--- config.mk ---
export PLATFORM = sky130hd
export DESIGN_NAME = tetris_piece_offsets
export DESIGN_NICKNAME = d
export VERILOG_FILES = /design/src/rtl/tetris_piece_offsets.sv
export SDC_FILE = /design/constraint.sdc
export NUM_CORES = 1
export LEC_CHECK = 0
export ABC_CLOCK_PERIOD_IN_PS = 800
export BUFFER_PORTS_ARGS = -buffer_cell sky130_fd_sc_hd__buf_2
export CAP_MARGIN = 20
export CORE_AREA = 2 2 39 41
export CTS_BUF_LIST = sky130_fd_sc_hd__clkbuf_4 sky130_fd_sc_hd__clkbuf_8
export CTS_CLUSTER_DIAMETER = 40
export CTS_CLUSTER_SIZE = 14
export DETAILED_ROUTE_END_ITERATION = 16
export DIE_AREA = 0 0 41 43
export GPL_TIMING_DRIVEN = 0
export PLACE_DENSITY_LB_ADDON = 0.25
export SLEW_MARGIN = 20
export SYNTH_ARGS = -nofsm -noshare
export SYNTH_HDL_FRONTEND = slang
export SYNTH_SLANG_ARGS = --single-unit
--- constraint.sdc ---
create_clock -name clk -period 0.8 [get_ports clk]
set_input_delay 0.2 -clock clk [delete_from_list [all_inputs] [get_ports clk]]
set_output_delay 0.2 -clock clk [all_outputs]
set_load 0.1 [all_outputs]
--- src/rtl/tetris_piece_offsets.sv ---
// Cell-offset lookup for the falling O/I piece: (dx,dy) of four cells in the 4x4 box.
// Latency: 1 cycle when OUT_REG=1 (registered outputs), 0 cycles when OUT_REG=0.
// Backpressure: none; a new shape/rotation is accepted every cycle, with no stall or handshake.
//
// Ports:
//   clk, resetn     clock and asynchronous active-low reset (unused when OUT_REG=0)
//   shape_id        0 = O piece, 1 = I piece
//   rot             clockwise quarter turns, 0..3
//   dx0..dx3        column offsets of cells 0..3 (row-major cell order)
//   dy0..dy3        row offsets of cells 0..3 (0 = top row)
//   bb_xmin/ymin/xmax/ymax  tight bounding box of the four cells; these ports
//                   exist only when PIECE_OFFSETS_BBOX_EN is defined
module tetris_piece_offsets #(
  parameter bit OUT_REG = 1'b1
) (
  input  logic       clk,
  input  logic       resetn,
  input  logic       shape_id,
  input  logic [1:0] rot,
  output logic [1:0] dx0,
  output logic [1:0] dx1,
  output logic [1:0] dx2,
  output logic [1:0] dx3,
  output logic [1:0] dy0,
  output logic [1:0] dy1,
  output logic [1:0] dy2,
  output logic [1:0] dy3
`ifdef PIECE_OFFSETS_BBOX_EN
  ,
  output logic [1:0] bb_xmin,
  output logic [1:0] bb_ymin,
  output logic [1:0] bb_xmax,
  output logic [1:0] bb_ymax
`endif
);

  typedef struct packed {
    logic [1:0] dx0, dx1, dx2, dx3;
    logic [1:0] dy0, dy1, dy2, dy3;
`ifdef PIECE_OFFSETS_BBOX_EN
    logic [1:0] xmin, ymin, xmax, ymax;
`endif
  } offs_t;

  offs_t lut_dat;
  offs_t out_dat;

  // Both horizontal I orientations list cells left to right along one row.
  // Both vertical orientations list them top to bottom down one column.
  always_comb begin
    lut_dat = '0;
    if (!shape_id) begin
      // O piece: the 2x2 block in the top-left corner, for every rotation.
      lut_dat.dx0 = 2'd0; lut_dat.dy0 = 2'd0;
      lut_dat.dx1 = 2'd1; lut_dat.dy1 = 2'd0;
      lut_dat.dx2 = 2'd0; lut_dat.dy2 = 2'd1;
      lut_dat.dx3 = 2'd1; lut_dat.dy3 = 2'd1;
`ifdef PIECE_OFFSETS_BBOX_EN
      lut_dat.xmin = 2'd0; lut_dat.ymin = 2'd0;
      lut_dat.xmax = 2'd1; lut_dat.ymax = 2'd1;
`endif
    end else begin
      case (rot)
        2'd0, 2'd2: begin
          // Horizontal: row 1 for rot 0, row 2 for rot 2.
          lut_dat.dx0 = 2'd0; lut_dat.dx1 = 2'd1;
          lut_dat.dx2 = 2'd2; lut_dat.dx3 = 2'd3;
          lut_dat.dy0 = rot[1] ? 2'd2 : 2'd1;
          lut_dat.dy1 = lut_dat.dy0;
          lut_dat.dy2 = lut_dat.dy0;
          lut_dat.dy3 = lut_dat.dy0;
`ifdef PIECE_OFFSETS_BBOX_EN
          lut_dat.xmin = 2'd0;        lut_dat.xmax = 2'd3;
          lut_dat.ymin = lut_dat.dy0; lut_dat.ymax = lut_dat.dy0;
`endif
        end
        default: begin
          // Vertical: column 2 for rot 1, column 1 for rot 3.
          lut_dat.dy0 = 2'd0; lut_dat.dy1 = 2'd1;
          lut_dat.dy2 = 2'd2; lut_dat.dy3 = 2'd3;
          lut_dat.dx0 = rot[1] ? 2'd1 : 2'd2;
          lut_dat.dx1 = lut_dat.dx0;
          lut_dat.dx2 = lut_dat.dx0;
          lut_dat.dx3 = lut_dat.dx0;
`ifdef PIECE_OFFSETS_BBOX_EN
          lut_dat.xmin = lut_dat.dx0; lut_dat.xmax = lut_dat.dx0;
          lut_dat.ymin = 2'd0;        lut_dat.ymax = 2'd3;
`endif
        end
      endcase
    end
  end

  generate
    if (OUT_REG) begin : g_reg
      offs_t q_dat;
      // Reset forces all offsets to zero; the first table value appears only
      // on the first rising edge after release.
      always_ff @(posedge clk or negedge resetn) begin
        if (!resetn) q_dat <= '0;
        else         q_dat <= lut_dat;
      end
      assign out_dat = q_dat;
    end else begin : g_comb
      assign out_dat = lut_dat;
    end
  endgenerate

  assign dx0 = out_dat.dx0;
  assign dx1 = out_dat.dx1;
  assign dx2 = out_dat.dx2;
  assign dx3 = out_dat.dx3;
  assign dy0 = out_dat.dy0;
  assign dy1 = out_dat.dy1;
  assign dy2 = out_dat.dy2;
  assign dy3 = out_dat.dy3;
`ifdef PIECE_OFFSETS_BBOX_EN
  assign bb_xmin = out_dat.xmin;
  assign bb_ymin = out_dat.ymin;
  assign bb_xmax = out_dat.xmax;
  assign bb_ymax = out_dat.ymax;
`endif

endmodule

# Yosys cells after proc, flatten, opt, wreduce, memory -nomap -nowiden

Index checks and enable logic that the tools add are counted.
W data, S select, Z words.

Equality and inequality tests: 1
Multiplexer cells: 4
Reductions and logical operators: 2

Operators by type and width:

| operator             | number |
|---|---|
| $mux W16             | 2 |
| $mux W2              | 2 |
| $eq A2 B2 Y1 const B | 1 |
| $logic_not A2 Y1     | 1 |
| $reduce_or A2 Y1     | 1 |

Register bits: 16
Input bits: 5
Output and inout port bits: 16
Word-level logic and storage cells: 15

# Longest topological paths before layout

Gate-level depths: netlist (run 1).

Depth after elaboration: 4
Depth in mapped cells: 2
Mapped depth without buffers: 2

# Worst setup path after synthesis (run 1)

Ideal clock, no wire load.

Kind: register -> output
Start: register, netlist name dx0[1]
End: output port dx1[1]
Data arrival time: 1324 ps
Required time: 600 ps
Path slack: -724 ps
Cell stages (with the launch flop): 2
Buffers on the path: 1
Path through: dfrtp_1 buf_4

RTL lines:

| what          | line | text |
|---|---|---|
| end, declared | 21   | `output logic [1:0] dx1,` |

==> summary.txt, run 1 <==
Worst setup path
  • Slowest stage delay, CP: 0.49 ns
  • Max stage delay cell, worst path: dfrtp_4
  • Worst EP arrival: 1.03 ns
  • Worst-path cell chain: buf_12, buf_12
  • CP required: 0.60 ns
  • Crit path launch type: flop
  • Delay-heaviest family, CP: flip-flops
  • Crit path capture type: primary output
  • Cell mode on critical path: buf_12
  • Worst path buffer plus inverter count: 2
  • Crit Path Category: flop to primary output
  • Crit path max fanout: 2

Layout
  • Final cell count without fillers: 68
  • Reg area: 288 um2
  • Area growth, synth to finish: 124%
  • Final Util: between 50% and 60%
  • ANT cells: 0
  • NumNets Final: a little under 60
  • Filler cells: between 100 and 150
  • Share of layout cells above drive strength 1: between 80% and 90%
  • Area occupied by multi-input gates: 55.1 um2

Place
  • Placed instance count: 64
  • I/O Buffers: 20
  • Hpwl dp: approximately 450 um
  • RePlAce Congestion: about 0.68

Synthesis
  • Post-synthesis sequential area ratio: 69.2%
  • Cell count after synthesis: 28
  • Synth unique cells: 11
  • Ys Warns: 0
  • Synth Net Count: 33
  • Post-Synthesis Cell Area: 362 um2
  • Synth Register Bits: 10
  • Post-synthesis area per instance: 12.9 um2

Die
  • Core Area: 1380 um2
  • Die width: 41 um
  • Initial Utilization: a little over a quarter
  • Die height: 43 um
  • Die area: approximately 1800 um2
  • Rows: 14
  • IO Count: 21

Clock network
  • # Post-CTS Setup Buffers: 0
  • Clock Pin Slew Worst Setup and Hold Paths: roughly 0.06 ns
  • Maximum clock insertion buffer count: 2
  • CTS tree: done
  • TritonCTS buffer count: 3
  • Root Buffer: clkbuf_4
  • H-tree level count: 1
  • Num Clock Sinks: 10

STA
  • Tcrit/Tclk final: 154%
  • Pin slew with the least headroom to its limit: 0.279 ns
  • Worst hold margin: 0.177 ns
  • Final setup vio count: 16
  • RSZ-0062 raised after global routing: true
  • Slew Limit Fails: 0
  • Fin. Hold Viols: 0
  • Post-route minimum period: 1.23 ns
  • FMAX: 810 MHz
  • Slew headroom: about 80%
  • Final worst setup slack: -0.434 ns

Global route
  • Largest net degree at the start of global routing: 11
  • First-pass GRT wire length: 979 um
  • Initial antenna violation count: 0
  • Total gr overflow: 0
  • Tot GR Track Use: 8.68%
  • Vias in the first global route: 262

Power and ir drop
  • PD cells: 1780 nW/um2
  • Worst vdd ir: 0.928 mV
  • Leakage: about 0.36 nW
  • Total Power: ~0.0014 W

Routing
  • Final ANT Viol Nets: 0
  • Wire length on met2: 344 um
  • Vias post-DR: about 270
  • Routed WL per cell: 9.29 um
  • Final wirelength: 632 um
  • Via density: 4.00
  • Highest metal used: met3
  • Met3 WL: 56 um
  • Met1 WL: 231 um
  • Initial drt markers: 1
  • DR pass1 iterations: 2
  • DRC Markers: 0

Run
  • Max cap viols: 0

Outcome
  • Failing checks: setup timing
  • Status: finished, violations left

Min path
  • Worst min path class: input port to flop
## synth_stat cells, drive strengths merged
cell / instances / area [um2]
nand2: 1 / 3.75
inv: 3 / 11.3
nor2: 2 / 7.51
nand3: 1 / 5.00
o21a: 1 / 8.76
nor3b: 1 / 7.51
nand3b: 1 / 7.51
a21boi: 2 / 15.0
dfrtp: 10 / 250
buf: 6 / 45.0
## cell type report
| cell class | count | area share (%) |
|---|---|---|
| multi-input combinational | 9 | 6.79 |
| clock buffer | 3 | 2.78 |
| timing repair buffer | 21 | 36.3 |
| inverter | 3 | 1.39 |
| buffer | 6 | 14.8 |
| tap | 16 | 2.47 |
| sequential | 10 | 35.5 |
## where the power goes
| group | switching [W] | internal (W) | leakage, nW |
|---|---|---|---|
| Combinational | 0.000351 | 0.000193 | 0.236 |
| Sequential | 0.0000262 | 0.000546 | 0.109 |
| Clock | 0.000155 | 0.000173 | 0.0138 |
## per-stage QoR
stage	worst slack, ns	cell area (um2)	setup TNS [ns]
after floorplan	-0.229	474	-1.39
after global placement	-0.298	594	-3.88
after detailed placement	-0.308	594	-3.93
after CTS	-0.441	807	-6.08
after global routing	-0.464	811	-6.33
final	-0.434	811	-5.91
## cell families after synthesis
group | synth area share (%)
simple gates | 8.65
buf+inv | 15.6
compound gates | 6.57
flops | 69.2
## registers in the layout, summed over array words and instances (netlist names)
name / count
dx2: 2
dy0: 2
dy2: 2
dx0: 1
dx3: 1
dy1: 1
dy3: 1
## cell usage in the layout (no fill, tap or decap), drive strengths merged
master	Yosys	routed
nand2	1	1
o21a	1	1
nor2	2	2
dfrtp	10	10
inv	3	3
a21boi	2	2
nand3b	1	1
nor3b	1	1
clkbuf	0	3
buf	6	26
nand3	1	1
dlygate4sd3	0	1
## final timing paths
check	from	to	depth (start not counted)
max in group asynchronous	resetn	dx0[1]	2
min in group asynchronous	resetn	dy2[1]	2
max	dy0[1]	dy1[1]	2
min	rot[0]	dy0[1]	2
## repair_timing
item,CTS,global route
hold buffers,1,0
gates resized for setup,50,1
endpoints found under the hold margin,10,0
setup endpoints to repair,16,16
cloned,0,0
## per-layer routing
layer,GRT usage [%],vias up
li1,-,129
met1,8.50,130
met2,13.1,13
met3,3.14,0
met4,8.00,0
met5,0,-
(Power assumes the default switching activity.)
==> run 2: changes to the inputs <==
ABC_CLOCK_PERIOD_IN_PS = default   (was 800)
CELL_PAD_IN_SITES_DETAIL_PLACEMENT = 0   (was default)
CELL_PAD_IN_SITES_GLOBAL_PLACEMENT = 1   (was default)
CTS_CLUSTER_SIZE = default   (was 14)
==> summary.txt, run 2 (same netlist as run 1, synthesis figures left out) <==
Clock network
  • Maximum clock insertion buffer count: 2 (unchanged)
  • Root Buffer: clkbuf_4 (unchanged)
  • CTS tree: done (unchanged)
  • Num Clock Sinks: 10 (unchanged)
  • H-tree level count: 1 (unchanged)
  • Clock Pin Slew Worst Setup and Hold Paths: 0.06 ns (about the same)
  • # Post-CTS Setup Buffers: 0 (unchanged)
  • TritonCTS buffer count: 3 (unchanged)

Routing
  • Routed WL per cell: 9.37 um (was 9.29 um)
  • DR pass1 iterations: 4 (was 2)
  • Via density: 4.01 (was 4.00)
  • Vias post-DR: 273 (was 272)
  • Final wirelength: 637 um (was 632 um)
  • Initial drt markers: 3 (was 1)
  • Final ANT Viol Nets: 0 (unchanged)
  • DRC Markers: 0 (unchanged)

Outcome
  • Status: finished, violations left (unchanged)
  • Failing checks: setup timing (unchanged)

Layout
  • Final instance area: 800 um2 (was 811 um2)
  • Share of layout cells above drive strength 1: 80.8% (unchanged)
  • NumNets Final: 59 (unchanged)
  • Final cell count without fillers: 68 (unchanged)
  • Most frequent cells in the layout: 16 x buf_12, 10 x dfrtp_4, 4 x buf_2, 4 x buf_4, 3 x clkbuf_4 (was 16 x buf_12, 10 x dfrtp_4, 5 x buf_6)
  • ANT cells: 0 (unchanged)
  • Commonest non-fill, non-tap cell in the layout: buf_12 (unchanged)
  • Filler cells: 100 (was 108)
  • Area growth, synth to finish: 121% (was 124%)

STA
  • Final worst setup slack: -0.421 ns (was -0.434 ns)
  • Final setup vio count: 16 (unchanged)
  • Fin. Hold Viols: 0 (unchanged)
  • Tcrit/Tclk final: 153% (was 154%)
  • FMAX: 819 MHz (was 810 MHz)
  • Slew headroom: 81.5% (was 81.6%)
  • Pin slew with the least headroom to its limit: 0.280 ns (was 0.279 ns)
  • RSZ-0062 raised after global routing: true (unchanged)
  • Worst hold margin: 0.184 ns (was 0.177 ns)
  • Slew Limit Fails: 0 (unchanged)
  • Post-route minimum period: 1.22 ns (was 1.23 ns)

Worst setup path
  • Max stage delay cell, worst path: dfrtp_4 (unchanged)
  • Crit path launch type: flop (unchanged)
  • CP required: 0.60 ns (about the same)
  • Worst-path cell chain: buf_12, buf_12 (unchanged)
  • Delay-heaviest family, CP: flip-flops (unchanged)
  • Crit Path Category: flop to primary output (unchanged)
  • Crit path max fanout: 2 (unchanged)
  • Worst EP arrival: 1.02 ns (was 1.03 ns)
  • Slowest stage delay, CP: 0.49 ns (about the same)
  • Worst path buffer plus inverter count: 2 (unchanged)
  • Cell mode on critical path: buf_12 (unchanged)
  • Crit path capture type: primary output (unchanged)

Global route
  • Initial antenna violation count: 0 (unchanged)
  • Total gr overflow: 0 (unchanged)
  • First-pass GRT wire length: 1020 um (was 979 um)
  • Largest net degree at the start of global routing: 11 (unchanged)
  • Vias in the first global route: 273 (was 262)
  • Tot GR Track Use: 8.60% (was 8.68%)

Min path
  • Worst min path class: input port to flop (unchanged)
  • Hold Path End: dy0[0] (was dy0[1])
  • Hold_sp: rot[1] (was rot[0])
  • Worst hold path depth: 2 (unchanged)

Die
  • Die width: 41 um (unchanged)
  • Initial Utilization: 26.1% (unchanged)
  • Die height: 43 um (unchanged)
  • Core Area: 1380 um2 (unchanged)
  • IO Count: 21 (unchanged)
  • Die area: 1760 um2 (unchanged)
  • Rows: 14 (unchanged)

Run
  • Max cap viols: 0 (unchanged)

Power and ir drop
  • PD cells: 1770 nW/um2 (was 1780 nW/um2)
  • Worst vdd ir: 0.939 mV (was 0.928 mV)
  • Leakage: 0.357 nW (was 0.360 nW)

Place
  • I/O Buffers: 20 (unchanged)
  • Placed instance count: 64 (unchanged)
  • Dpl ws: -0.308 ns (about the same)
  • Placed cell area: 594 um2 (unchanged)
  • RePlAce Congestion: 0.647 (was 0.678)
  • Hpwl dp: 533 um (was 454 um)
## run 2: where the power goes
part | switching [W] | internal (W) | total, W
clock network | 0.000131 | 0.000171 | 0.000303
registers | 0.0000253 | 0.000546 | 0.000572
logic | 0.000351 | 0.000189 | 0.000540
total | 0.000507 | 0.000906 | 0.00141
## run 2: per-stage QoR
step / TNS, ns / utilization [%] / power, W
final: -5.83 / 57.8 / 0.00141
after floorplan: -1.39 / - / 0.000945
after detailed placement: -3.96 / 42.9 / 0.00101
after CTS: -6.01 / 57.8 / 0.00143
after global routing: -6.36 / 57.8 / 0.00148
after global placement: -3.89 / 42.9 / 0.00101
## run 2: layer usage
metal / GRT usage [%] / wire length [um]
met1: 8.90 / 194
met2: 14.4 / 384
met3: 3.14 / 58
met4: 4.00 / 0
met5: 0 / 0
## run 2: cell type report
type                            instances  area [um2]  area share (%)
Tap cell                               16        20.0            2.50
Multi-Input combinational cell          9        55.1            6.89
Buffer                                  6         120            15.0
Clock buffer                            3        22.5            2.82
Inverter                                3        11.3            1.41
Sequential cell                        10         288            36.0
Timing Repair Buffer                   21         283            35.4
## run 2: worst max path at each step
stage | from | to | slack [ns] | cells after the start
after floorplan | dx0[1] | dx1[1] | -0.23 | 1
after global placement | dx2[0] | dx2[0] | -0.30 | 2
after detailed placement | dx2[0] | dx2[0] | -0.31 | 2
after CTS | dx2[1] | dx3[1] | -0.43 | 2
after global routing | dx3[0] | dx3[0] | -0.46 | 2
final | dx3[0] | dx3[0] | -0.42 | 2
## run 2: what timing repair did
item                                   in CTS  in global routing
endpoints found under the hold margin      10                  0
resized for setup                          48                  0
hold buffers                                1                  0
pin swaps                                   0                  0
setup endpoints to repair                  16                 16
==> run 3: changes to the inputs <==
--- a/config.mk
+++ b/config.mk
@@ -6,4 +6,5 @@
 export NUM_CORES = 1
 export LEC_CHECK = 0
+export ABC_AREA = 1
 export BUFFER_PORTS_ARGS = -buffer_cell sky130_fd_sc_hd__buf_2
 export CAP_MARGIN = 20
==> constraint.sdc (replaced) <==
create_clock -name clk -period 0.8 [get_ports clk]
set_input_delay 0.2 -clock clk [delete_from_list [all_inputs] [get_ports clk]]
set_output_delay 0.2 -clock clk [all_outputs]
set_load 0.005 [all_outputs]
==> summary.txt, run 3 <==
Outcome
  • Status: finished, violations left (unchanged)
  • Failing checks: setup timing (unchanged)

Place
  • Hpwl dp: 462 um (was 533 um)
  • Placed instance count: 68 (was 64)
  • RePlAce Congestion: 0.640 (was 0.647)
  • I/O Buffers: 20 (unchanged)

Layout
  • Most frequent cells in the layout: 14 x buf_2, 12 x buf_6, 10 x dfrtp_1 (was 16 x buf_12, 10 x dfrtp_4, 4 x buf_2, 4 x buf_4, 3 x clkbuf_4)
  • Final Util: 42.5% (was 57.8%)
  • Share of layout cells above drive strength 1: 54.4% (was 80.8%)
  • NumNets Final: 63 (was 59)
  • ANT cells: 0 (unchanged)
  • Final cell count without fillers: 73 (was 68)
  • Commonest non-fill, non-tap cell in the layout: buf_2 (was buf_12)
  • Area growth, synth to finish: 62.6% (was 121%)

STA
  • Final setup TNS: -3.04 ns (was -5.83 ns)
  • Slew headroom: 85.6% (was 81.5%)
  • Final worst setup slack: -0.258 ns (was -0.421 ns)
  • FMAX: 945 MHz (was 819 MHz)
  • Fin. Hold Viols: 0 (unchanged)
  • Slew Limit Fails: 0 (unchanged)
  • Final setup vio count: 16 (unchanged)
  • RSZ-0062 raised after global routing: true (unchanged)
  • Pin slew with the least headroom to its limit: 0.215 ns (was 0.280 ns)
  • Post-route minimum period: 1.06 ns (was 1.22 ns)
  • Tcrit/Tclk final: 132% (was 153%)

Worst setup path
  • CP required: 0.60 ns (about the same)
  • Worst EP arrival: 0.86 ns (was 1.02 ns)
  • Crit path launch type: flop (unchanged)
  • Crit path capture type: primary output (unchanged)
  • Crit Path Category: flop to primary output (unchanged)
  • Crit path max fanout: 2 (unchanged)

Synthesis
  • Top-count cell post-synth: dfrtp_1 (unchanged)
  • Main combinational cell family by area after synthesis: buffers and inverters (unchanged)
  • Post-Synthesis Cell Area: 362 um2 (unchanged)
  • Synth unique cells: 8 (was 11)
  • Synth top cells by count: 10 x dfrtp_1, 6 x buf_4, 5 x inv_1 (was 10 x dfrtp_1, 6 x buf_4, 2 x a21boi_1, 2 x inv_2, 2 x nor2_1)
  • Post-Synth XOR/XNOR Area: 0% (unchanged)
  • Mux cell area share after synthesis: 0% (unchanged)
  • Post-synth EDFFs: 0 (unchanged)
  • Async S/R FF share, synth: 100% (unchanged)
  • Post-Synth Simple-Gate Area: 10.4% (was 8.65%)
  • Post-synthesis sequential area ratio: 69.2% (unchanged)
  • Top cells by area, synth: dfrtp_1 69%, buf_4 12%, inv_1 5.2%, nor2_1 4.2%, nand2_1 3.1% (was dfrtp_1 69%, buf_4 12%, a21boi_1 4.2%, o21a_2 2.4%, inv_2 2.1%)
  • Compound-gate portion of the synthesized area: 2.77% (was 6.57%)
  • Dominant synthesized flop cell: dfrtp_1 (unchanged)
  • Biggest area consumer among synthesized cells: dfrtp_1 (unchanged)
  • Synth Net Count: 37 (was 33)
  • Top-area cell type share of the netlist area: 69.2% (unchanged)
  • Ys Warns: 0 (unchanged)
  • Cell count after synthesis: 32 (was 28)
  • Post-synthesis area per instance: 11.3 um2 (was 12.9 um2)
  • Adder-Cell Fraction of Synth Area: 0% (unchanged)
  • Synth Register Bits: 10 (unchanged)

Routing
  • Initial drt markers: 3 (unchanged)
  • Final wirelength: 577 um (was 637 um)
  • Vias post-DR: 284 (was 273)
  • DR pass1 iterations: 2 (was 4)
  • Final ANT Viol Nets: 0 (unchanged)
  • DRC Markers: 0 (unchanged)
  • Routed WL per cell: 7.90 um (was 9.37 um)
  • Via density: 3.89 (was 4.01)

Die
  • Core Area: 1380 um2 (unchanged)
  • Initial Utilization: 26.1% (unchanged)
  • Die width: 41 um (unchanged)
  • Die area: 1760 um2 (unchanged)
  • IO Count: 21 (unchanged)
  • Rows: 14 (unchanged)
  • Die height: 43 um (unchanged)

Clock network
  • H-tree level count: 1 (unchanged)
  • Maximum clock insertion buffer count: 2 (unchanged)
  • # Post-CTS Setup Buffers: 0 (unchanged)
  • TritonCTS buffer count: 3 (unchanged)
  • CTS tree: done (unchanged)
  • Num Clock Sinks: 10 (unchanged)
  • Root Buffer: clkbuf_4 (unchanged)
  • Clock Pin Slew Worst Setup and Hold Paths: 0.06 ns (about the same)

Power and ir drop
  • Leakage: 0.326 nW (was 0.357 nW)
  • PD cells: 1900 nW/um2 (was 1770 nW/um2)
  • Worst vdd ir: 1.03 mV (was 0.939 mV)

Global route
  • Tot GR Track Use: 7.63% (was 8.60%)
  • Largest net degree at the start of global routing: 11 (unchanged)
  • Vias in the first global route: 243 (was 273)
  • Total gr overflow: 0 (unchanged)
  • Initial antenna violation count: 0 (unchanged)
  • First-pass GRT wire length: 828 um (was 1020 um)

Run
  • Max cap viols: 0 (unchanged)

Min path
  • Hold Path End: dy2[0] (was dy0[0])
  • Worst min path class: input port to flop (unchanged)
  • Worst hold path depth: 2 (unchanged)
  • Hold_sp: shape_id (was rot[1])
run 3: how the worst max path moves through the flow:
stage / from / to
2_1_floorplan: dx0[1] / dx1[1]
4_1_cts: dy2[1] / dy3[1]
5_1_grt: dx2[0] / dx2[0]
3_5_place_dp: dx0[1] / dx1[1]
6_report: dx0[1] / dx1[1]
3_3_place_gp: dy2[1] / dy3[1]
run 3: metal layers:
| layer | global-route usage, % | wire (um) | up-vias |
|---|---|---|---|
| li1 | - | - | 137 |
| met3 | 3.14 | 47 | 2 |
| met1 | 7.72 | 228 | 133 |
| met2 | 10.6 | 293 | 12 |
| met5 | 0 | 0 | - |
| met4 | 8.00 | 6 | 0 |
run 3: cells by family after synthesis:
kind of cell	count (synthesis)
simple gates	9
compound gates	2
buf+inv	11
flops	10
run 3: power by group:
group	internal, W	switching, W	total [W]
clock network	0.000276	0.000156	0.000432
registers	0.000530	0.0000108	0.000541
logic	0.0000847	0.0000577	0.000142
run 3: layout make-up:
cell class | count | area, um2
plain buffers | 6 | 67.6
clock buffers | 4 | 36.3
fillers | 146 | 796
inverters | 5 | 18.8
multi-input cells | 11 | 47.5
flip-flops and latches | 10 | 250
well taps | 16 | 20.0
repair buffers | 21 | 148
run 3: what timing repair did:
item	4_1_cts	5_1_grt
setup endpoints to repair	16	16
resized for setup	12	0
hold buffers	1	0
endpoints found under the hold margin	10	0
run 3: critical path, cell delays in order (launching register included):
cell	delay, ns
dfrtp_1	0.39
buf_6	0.12
buf_6	0.10
run 3: stage by stage:
stage                     setup WS [ns]  instance area [um2]  total power, W  hold slack, ns
final                            -0.258                  588         0.00111           0.143
after global routing             -0.296                  588         0.00117           0.147
after CTS                        -0.271                  588         0.00113           0.137
after global placement          0.00893                  482        0.000660          0.0638
after detailed placement        0.00844                  482        0.000661          0.0670
after floorplan                   0.102                  362        0.000595         -0.0956
